File: src/rtl/param_memory_pkg.sv
// Shared types and helpers for the parametrised register-file memory.
package param_memory_pkg;

  typedef enum logic {
    IDLE  = 1'b0,
    SWEEP = 1'b1
  } state_t;

  // Low bit of slice idx in a bus packed from w-bit fields.
  function automatic int unsigned slice_lo(input int unsigned idx, input int unsigned w);
    return idx * w;
  endfunction

endpackage

File: src/rtl/mem_read_port.sv
// One registered read port with write-first bypass and a one-cycle valid flag.
module mem_read_port #(
  parameter int unsigned DATA_W = 3,
  parameter int unsigned ADDR_W = 2
) (
  input  logic              clk,
  input  logic              rst_n,
  input  logic              re,
  input  logic [ADDR_W-1:0] raddr,
  input  logic [DATA_W-1:0] rdata,
  input  logic              we,
  input  logic [ADDR_W-1:0] waddr,
  input  logic [DATA_W-1:0] wdata,
  output logic [DATA_W-1:0] q,
  output logic              rvalid
);

  logic hit_c;

  assign hit_c = we && (waddr == raddr);

  always_ff @(posedge clk or negedge rst_n) begin
    if (!rst_n) begin
      q      <= '0;
      rvalid <= 1'b0;
    end else begin
      rvalid <= re;
      if (re) begin
        q <= hit_c ? wdata : rdata;
      end
    end
  end

endmodule

File: src/rtl/param_memory.sv
// DEPTH x DATA_W storage with one write port, NRD registered read ports and a clear sweeper.
module param_memory
  import param_memory_pkg::*;
#(
  parameter int unsigned DATA_W = 3,
  parameter int unsigned ADDR_W = 2,
  parameter int unsigned NRD    = 2
) (
  input  logic                    CLK,
  input  logic                    RST_N,
  input  logic                    WE,
  input  logic [ADDR_W-1:0]       WADDR,
  input  logic [DATA_W-1:0]       D,
  input  logic [NRD-1:0]          RE,
  input  logic [NRD*ADDR_W-1:0]   RADDR,
  output logic [NRD*DATA_W-1:0]   Q,
  output logic [NRD-1:0]          RVALID,
  input  logic                    CLR,
  output logic                    BUSY
);

  localparam int unsigned DEPTH = 1 << ADDR_W;
  localparam logic [ADDR_W-1:0] LAST = ADDR_W'(DEPTH - 1);

  logic [DATA_W-1:0] mem [DEPTH];
  state_t            state;
  logic [ADDR_W-1:0] ptr;
  logic              idle_c;
  logic              we_c;

  assign idle_c = (state == IDLE);
  // A clear request on the same edge takes priority over the write.
  assign we_c   = WE && idle_c && !CLR;

  // Array, write port and clear sequencer.
  always_ff @(posedge CLK or negedge RST_N) begin
    if (!RST_N) begin
      mem   <= '{default: '0};
      state <= IDLE;
      ptr   <= '0;
      BUSY  <= 1'b0;
    end else begin
      case (state)
        IDLE: begin
          if (CLR) begin
            state <= SWEEP;
            ptr   <= '0;
            BUSY  <= 1'b1;
          end else if (WE) begin
            mem[WADDR] <= D;
          end
        end
        SWEEP: begin
          mem[ptr] <= '0;
          ptr      <= ptr + ADDR_W'(1);
          if (ptr == LAST) begin
            state <= IDLE;
            BUSY  <= 1'b0;
          end
        end
        default: begin
          state <= IDLE;
          BUSY  <= 1'b0;
        end
      endcase
    end
  end

  for (genvar i = 0; i < int'(NRD); i++) begin : g_rd
    localparam int unsigned RA = slice_lo(i, ADDR_W);
    localparam int unsigned RD = slice_lo(i, DATA_W);

    logic [ADDR_W-1:0] raddr_c;
    logic [DATA_W-1:0] rword_c;

    assign raddr_c = RADDR[RA +: ADDR_W];
    assign rword_c = mem[raddr_c];

    mem_read_port #(
      .DATA_W (DATA_W),
      .ADDR_W (ADDR_W)
    ) u_port (
      .clk    (CLK),
      .rst_n  (RST_N),
      .re     (RE[i] && idle_c),
      .raddr  (raddr_c),
      .rdata  (rword_c),
      .we     (we_c),
      .waddr  (WADDR),
      .wdata  (D),
      .q      (Q[RD +: DATA_W]),
      .rvalid (RVALID[i])
    );
  end

endmodule

File: config.mk
export PLATFORM = sky130hd
export DESIGN_NAME = param_memory
export DESIGN_NICKNAME = d
export VERILOG_FILES = /design/src/rtl/param_memory_pkg.sv /design/src/rtl/mem_read_port.sv /design/src/rtl/param_memory.sv
export SDC_FILE = /design/constraint.sdc
export NUM_CORES = 1
export LEC_CHECK = 0
export ABC_AREA = 0
export BUFFER_PORTS_ARGS = -buffer_cell sky130_fd_sc_hd__buf_2
export CAP_MARGIN = 25
export CORE_MARGIN = 4
export CORE_UTILIZATION = 25
export DETAILED_ROUTE_END_ITERATION = 8
export GPL_TIMING_DRIVEN = 0
export PLACE_DENSITY = 0.52
export SETUP_SLACK_MARGIN = 0.2
export SLEW_MARGIN = 20
export SYNTH_ARGS = -nofsm -noshare
export SYNTH_HDL_FRONTEND = slang
export SYNTH_SLANG_ARGS = --single-unit
export TNS_END_PERCENT = 100
File: constraint.sdc
create_clock -name CLK -period 2.3 [get_ports CLK]
set_clock_uncertainty 0.15 [all_clocks]
set_input_delay 0.23 -clock CLK [delete_from_list [all_inputs] [get_ports CLK]]
set_output_delay 0.23 -clock CLK [all_outputs]
set_load 0.01 [all_outputs]
==> results of run 1 <==
[metal layers]
metal	global-route usage (%)	vias to the layer above	share of wire, %
li1	-	511	-
met1	11.4	480	44
met2	16.6	25	50
met3	1.43	2	5.4
met4	2.99	0	0.71
met5	0	-	0
[cells in the final DEF (no fill, tap or decap), types with 2 or more instances in the layout]
cell type  instances
a21oi_1            3
a31oi_1            6
buf_2             18
buf_4              2
clkbuf_1          10
clkbuf_8           4
dfrtp_1           24
ha_1               4
inv_1              7
mux2i_1            9
mux4_2             6
nand2_1           12
nand4_1            6
nor2_1            10
nor2b_1            2
nor3_1             2
o21ai_0            3
o31ai_1            6
or3_1              4
xnor2_1            4
xor2_1             4
[final timing paths]
path / to / cells after the start
max: g_rd[0].u_port.q[0] / 4
min: g_rd[1].u_port.q[1] / 3
max reg2reg: g_rd[0].u_port.q[0] / 4
min reg2reg: g_rd[0].u_port.q[2] / 2
max in group asynchronous: mem[3] / 2
min in group asynchronous: g_rd[1].u_port.rvalid / 2
[area by class of cell]
type,instances,share of cell area [%]
multi-input combinational,88,42.5
sequential,24,37.4
timing repair buffer,18,5.93
tap,70,5.46
buffer,13,3.59
clock buffer,4,3.43
inverter,7,1.64
[sequential cells by signal (all words and copies together), names as in the netlist]
signal              flops
BUSY                    1
g_rd.u_port.q           6
mem                    12
ptr                     2
state                   1
g_rd.u_port.rvalid      2
[critical path, cell delays in order, from the launching register on]
cell,delay [ns]
dfrtp_1,0.44
clkbuf_1,0.23
nor3b_1,0.65
nand4_1,0.20
a31oi_1,0.20
[through the flow]
| stage | hold WS (ns) | power [mW] | setup WS, ns |
|---|---|---|---|
| 2_1_floorplan | -0.216 | 0.994 | 0.575 |
| 3_3_place_gp | 0.102 | 1.17 | 0.380 |
| 3_5_place_dp | 0.0984 | 1.17 | 0.397 |
| 4_1_cts | 0.0992 | 1.46 | 0.372 |
| 5_1_grt | 0.0991 | 1.56 | 0.272 |
| 6_report | 0.102 | 1.44 | 0.363 |
[synthesized netlist by cell type (3+ instances only)]
| cell type | n |
|---|---|
| a21oi_1 | 3 |
| a31oi_1 | 6 |
| clkbuf_1 | 10 |
| dfrtp_1 | 24 |
| ha_1 | 4 |
| inv_1 | 7 |
| mux2i_1 | 9 |
| mux4_2 | 6 |
| nand2_1 | 12 |
| nand4_1 | 6 |
| nor2_1 | 10 |
| o21ai_0 | 3 |
| o31ai_1 | 6 |
| or3_1 | 4 |
| xnor2_1 | 4 |
| xor2_1 | 4 |
[power groups by stage]
stage	logic [mW]	clock network (mW)	registers, mW
after global placement	0.522	0	0.648
after floorplan	0.331	0	0.663
after detailed placement	0.517	0	0.652
after global routing	0.588	0.319	0.657
after CTS	0.521	0.296	0.643
final	0.511	0.285	0.641
[cell families (layout without fill, tap and decap cells)]
logic type	count (synthesis)	after routing	synth area share (%)
flip-flops	24	24	44.0
multiplexers	15	15	16.5
XOR/XNOR	8	8	5.13
AND/OR/NAND/NOR	40	40	14.7
AO/OA/AOI/OAI	21	21	9.89
buffers and inverters	20	42	6.14
adder cells (fa/ha/maj)	4	4	3.66
[repair_timing]
action / in CTS / in global routing
setup buffers: 0 / 0
endpoints found under the hold margin: 24 / 0
hold buffers: 1 / 0
==> impl_metrics.tcl, run 1 <==
set metrics [dict create \
    outcome "finished, final reports clean" \
    ant_nets 0 \
    required_ns 2.34 \
    antenna_found_initial 0 \
    ys.warnings.count 0 \
    grt_start_max_net_pins 25 \
    final_nets 174 \
    p_seq_share_pct 44.6 \
    dp_hpwl_um 2340 \
    drive_above_1_share_pct 19.5 \
    multiInputGateArea_um2 682 \
    power_density_nw_per_um2 896 \
    via_count 1018 \
    slew_headroom_pct 52.8 \
    grt_pass1_vias 1026 \
    cp.arrival_ns 1.98 \
    rrSetupSlack_ns 0.36 \
    syn_to_final_growth_pct 17.4 \
    initial_core_util_pct 26.2 \
    netlist_instances 132 \
    diodes 0 \
    worst_pin_slew_ns 0.707 \
    synth_largest_type_area_fraction_pct 44.0 \
    drt_iter0_drc 21 \
    finalSetupViolations 0 \
    core.rowCount 26 \
    crit_start "state" \
    gp_congestion 0.790 \
    stdcell_count 224 \
    ir_worst_vdd_uv 260 \
    period_share_pct 84.2 \
    clockBufferDepth 2 \
    drtPass1Iterations 4 \
    worstReg2RegStart "state" \
    seq_area_um2 601 \
    fin_area_um2 1600 \
    rsz0062_at_grt "false" \
    max_freq_ghz 0.516 \
    cts_tree "yes" \
    hold_start "D[1]" \
    hold_violations 0 \
    core_area_um2 5200 \
    die_x_um 81.9 \
    cts_root_buffer "clkbuf_8" \
    async_flop_share_pct 100 \
    p_comb_share_pct 35.5 \
    pwr-share-clk_pct 19.8 \
    viasPerCell 4.54 \
    worstSkewPairLatency_ns 0.26 \
    power.leakage_nw 0.690 \
    synthFlopType "dfrtp_1" \
    cts_max_level 1 \
    synth_nets 151 \
    hold_class "in2reg" \
    crit_type "reg2reg" \
    cts.clk_slew.worst_paths_ns 0.08 \
    max-cap-violations 0 \
    post_synth.cell_area_avg_um2 10.4 \
    cts.sinks 24 \
    drt-total-wl_um 2960 \
    ios 24 \
    cts-buffers-inserted 3 \
    tns_ns 0 \
    die_h_um 81.9 \
    cp_max_fo 10 \
    p_int_mw 0.939 \
    overflow 0 \
    grt_usage_pct 9.31 \
    worstSetupEndpointType "register" \
    drc 0 \
    netlist_area_um2 1370 \
    period_minus_slack_ns 1.94 \
    post-route-util_pct 30.8 \
    seq_area_frac_synth_pct 44.0 \
    switchingPower_mw 0.499 \
    dp_cells 219 \
    grt_pass1_wl_um 4800 \
    fp.dieArea_um2 6710 \
    slew_viol_final 0 \
    start_kind "register" \
    placed_cell_area_um2 1540 \
    synth_largest_area_cell "dfrtp_1" \
    numPortBuffers 17 \
    wl_per_cell_um 13.2 \
    ys_ff_latch 24 \
    synth.distinct_cells 27 \
    fill_cells 561 \
    cts_resized 0 \
    synth_area_leaders "dfrtp_1, mux4_2, mux2i_1" \
    synth-edff-count 0 \
    power.share.switching_pct 34.7 \
]
(Power assumes the default switching activity.)
==> run 2: changes to the inputs <==
Clock period 2.3 ns to 1.9 ns, I/O delays scaled along.
==> impl_metrics.tcl, run 2 (same netlist as run 1, synthesis figures left out) <==
set metrics [dict create \
    outcome "finished, final reports clean" \
    p_seq_share_pct 41.8 \
    crit_type "reg2reg" \
    ir_worst_vdd_uv 397 \
    via_count 1028 \
    power.leakage_nw 0.733 \
    worst_pin_slew_ns 0.614 \
    max-cap-violations 0 \
    cts_max_level 1 \
    numPortBuffers 17 \
    multiInputGateArea_um2 778 \
    gp_congestion 0.711 \
    ant_nets 0 \
    crit_start "state" \
    top_regs "mem x12, g_rd.u_port.q x6" \
    cp.arrival_ns 1.77 \
    max_freq_ghz 0.567 \
    die_h_um 81.9 \
    wl_per_cell_um 13.8 \
    period_share_pct 92.9 \
    period_minus_slack_ns 1.76 \
    antenna_found_initial 0 \
    seq_area_um2 602 \
    slew_headroom_pct 58.9 \
    fill_cells 570 \
    worstSetupEndpointType "register" \
    cts-buffers-inserted 3 \
    cts_root_buffer "clkbuf_8" \
    drive_above_1_share_pct 29.7 \
    finalSetupViolations 0 \
    drt_iter0_drc 32 \
    diodes 0 \
    overflow 0 \
    largest_reg_flops 12 \
    core.rowCount 26 \
    grt_pass1_wl_um 4970 \
    hold_violations 0 \
    die_x_um 81.9 \
    p_int_mw 1.19 \
    drc 0 \
    required_ns 1.90 \
    post-route-util_pct 33.6 \
    rrSetupSlack_ns 0.14 \
    worstReg2RegStart "state" \
    hold_class "in2reg" \
    hold_depth 3 \
    final_nets 178 \
    crit_end "mem[7]" \
    grt_start_max_net_pins 25 \
    power_density_nw_per_um2 1060 \
    pwr-share-clk_pct 19.0 \
    dp_hpwl_um 2440 \
    rsz0062_at_grt "true" \
    cts.clk_slew.worst_paths_ns 0.09 \
    p_comb_share_pct 39.2 \
    switchingPower_mw 0.655 \
    clockBufferDepth 2 \
    tns_ns 0 \
    hold_start "D[0]" \
    core_area_um2 5200 \
    drt-total-wl_um 3150 \
    hold-worst-slack_ns 0.0631 \
    worstSkewPairLatency_ns 0.26 \
    initial_core_util_pct 26.2 \
    largest_register "mem" \
    r2r-end "mem[7]" \
    total_power_mw 1.84 \
    mostFrequentLayoutCell "dfrtp_1" \
    drtPass1Iterations 4 \
    syn_to_final_growth_pct 27.9 \
    layout_common_cells "dfrtp_1, buf_2, nand2_1" \
    r2r_cells 5 \
    start_kind "register" \
    cts_tree "yes" \
    fp.dieArea_um2 6710 \
    slew_viol_final 0 \
    cts.sinks 24 \
    power.share.switching_pct 35.5 \
    viasPerCell 4.51 \
    ios 24 \
    cp_max_fo 4 \
    grt_pass1_vias 980 \
    grt_usage_pct 9.91 \
]
-- run 2: changes by cell type in the layout (fill, tap and decap cells not counted), moves of 2 or more --
| cell | before | now |
|---|---|---|
| o31ai_1 | 6 | 0 |
| o31ai_4 | 0 | 4 |
| o31ai_2 | 0 | 2 |
| buf_4 | 2 | 6 |
-- run 2: layer usage --
layer / GRT usage (%) / vias up / share of wire (%) / wire length [µm]
met5: 0 / - / 0 / 0
met4: 1.99 / 0 / 0.32 / 10
met3: 2.74 / 3 / 4.6 / 144
met2: 16.4 / 20 / 47 / 1480
met1: 12.9 / 487 / 48 / 1520
li1: - / 518 / - / -
-- run 2: repair_timing --
action	CTS	global route
setup endpoints to repair	12	18
hold buffers	1	0
cloned	0	0
endpoints found under the hold margin	24	0
pin swaps	0	7
buffers inserted	4	0
gates resized for setup	4	15
-- run 2: layout make-up --
cell class / instances / area share, %
inverters: 7 / 1.50
repair buffers: 22 / 7.16
plain buffers: 13 / 4.22
multi-input cells: 88 / 44.5
flip-flops and latches: 24 / 34.4
clock buffers: 4 / 3.15
well taps: 70 / 5.01
-- run 2: per-stage QoR --
stage	instance area (µm²)	cells	worst slack (ns)
floorplan	1370	132	0.209
global placement	1550	219	-0.0513
detailed placement	1550	219	-0.0660
CTS	1660	228	0.133
global route	1750	228	0.0821
finish	1750	228	0.136
-- run 2: critical path, stage by stage (launching register included) --
cell and delay, ns:
dfrtp_2 0.42, or3b_4 0.37, buf_6 0.13, or3_1 0.31, clkbuf_8 0.16, mux2i_1 0.11
-- run 2: power groups by stage --
| stage | Clock [mW] | Combinational (mW) | Sequential [mW] |
|---|---|---|---|
| global placement | 0 | 0.636 | 0.784 |
| CTS | 0.364 | 0.684 | 0.772 |
| floorplan | 0 | 0.404 | 0.803 |
| finish | 0.351 | 0.723 | 0.771 |
| global route | 0.395 | 0.802 | 0.794 |
| detailed placement | 0 | 0.642 | 0.789 |
-- run 2: worst min path at each step --
stage                                     end  slack, ns
final                     g_rd[0].u_port.q[0]       0.06
after global routing      g_rd[1].u_port.q[1]       0.05
after CTS                 g_rd[0].u_port.q[0]       0.06
after detailed placement  g_rd[1].u_port.q[2]       0.06
after global placement    g_rd[1].u_port.q[2]       0.07
after floorplan                          BUSY      -0.26
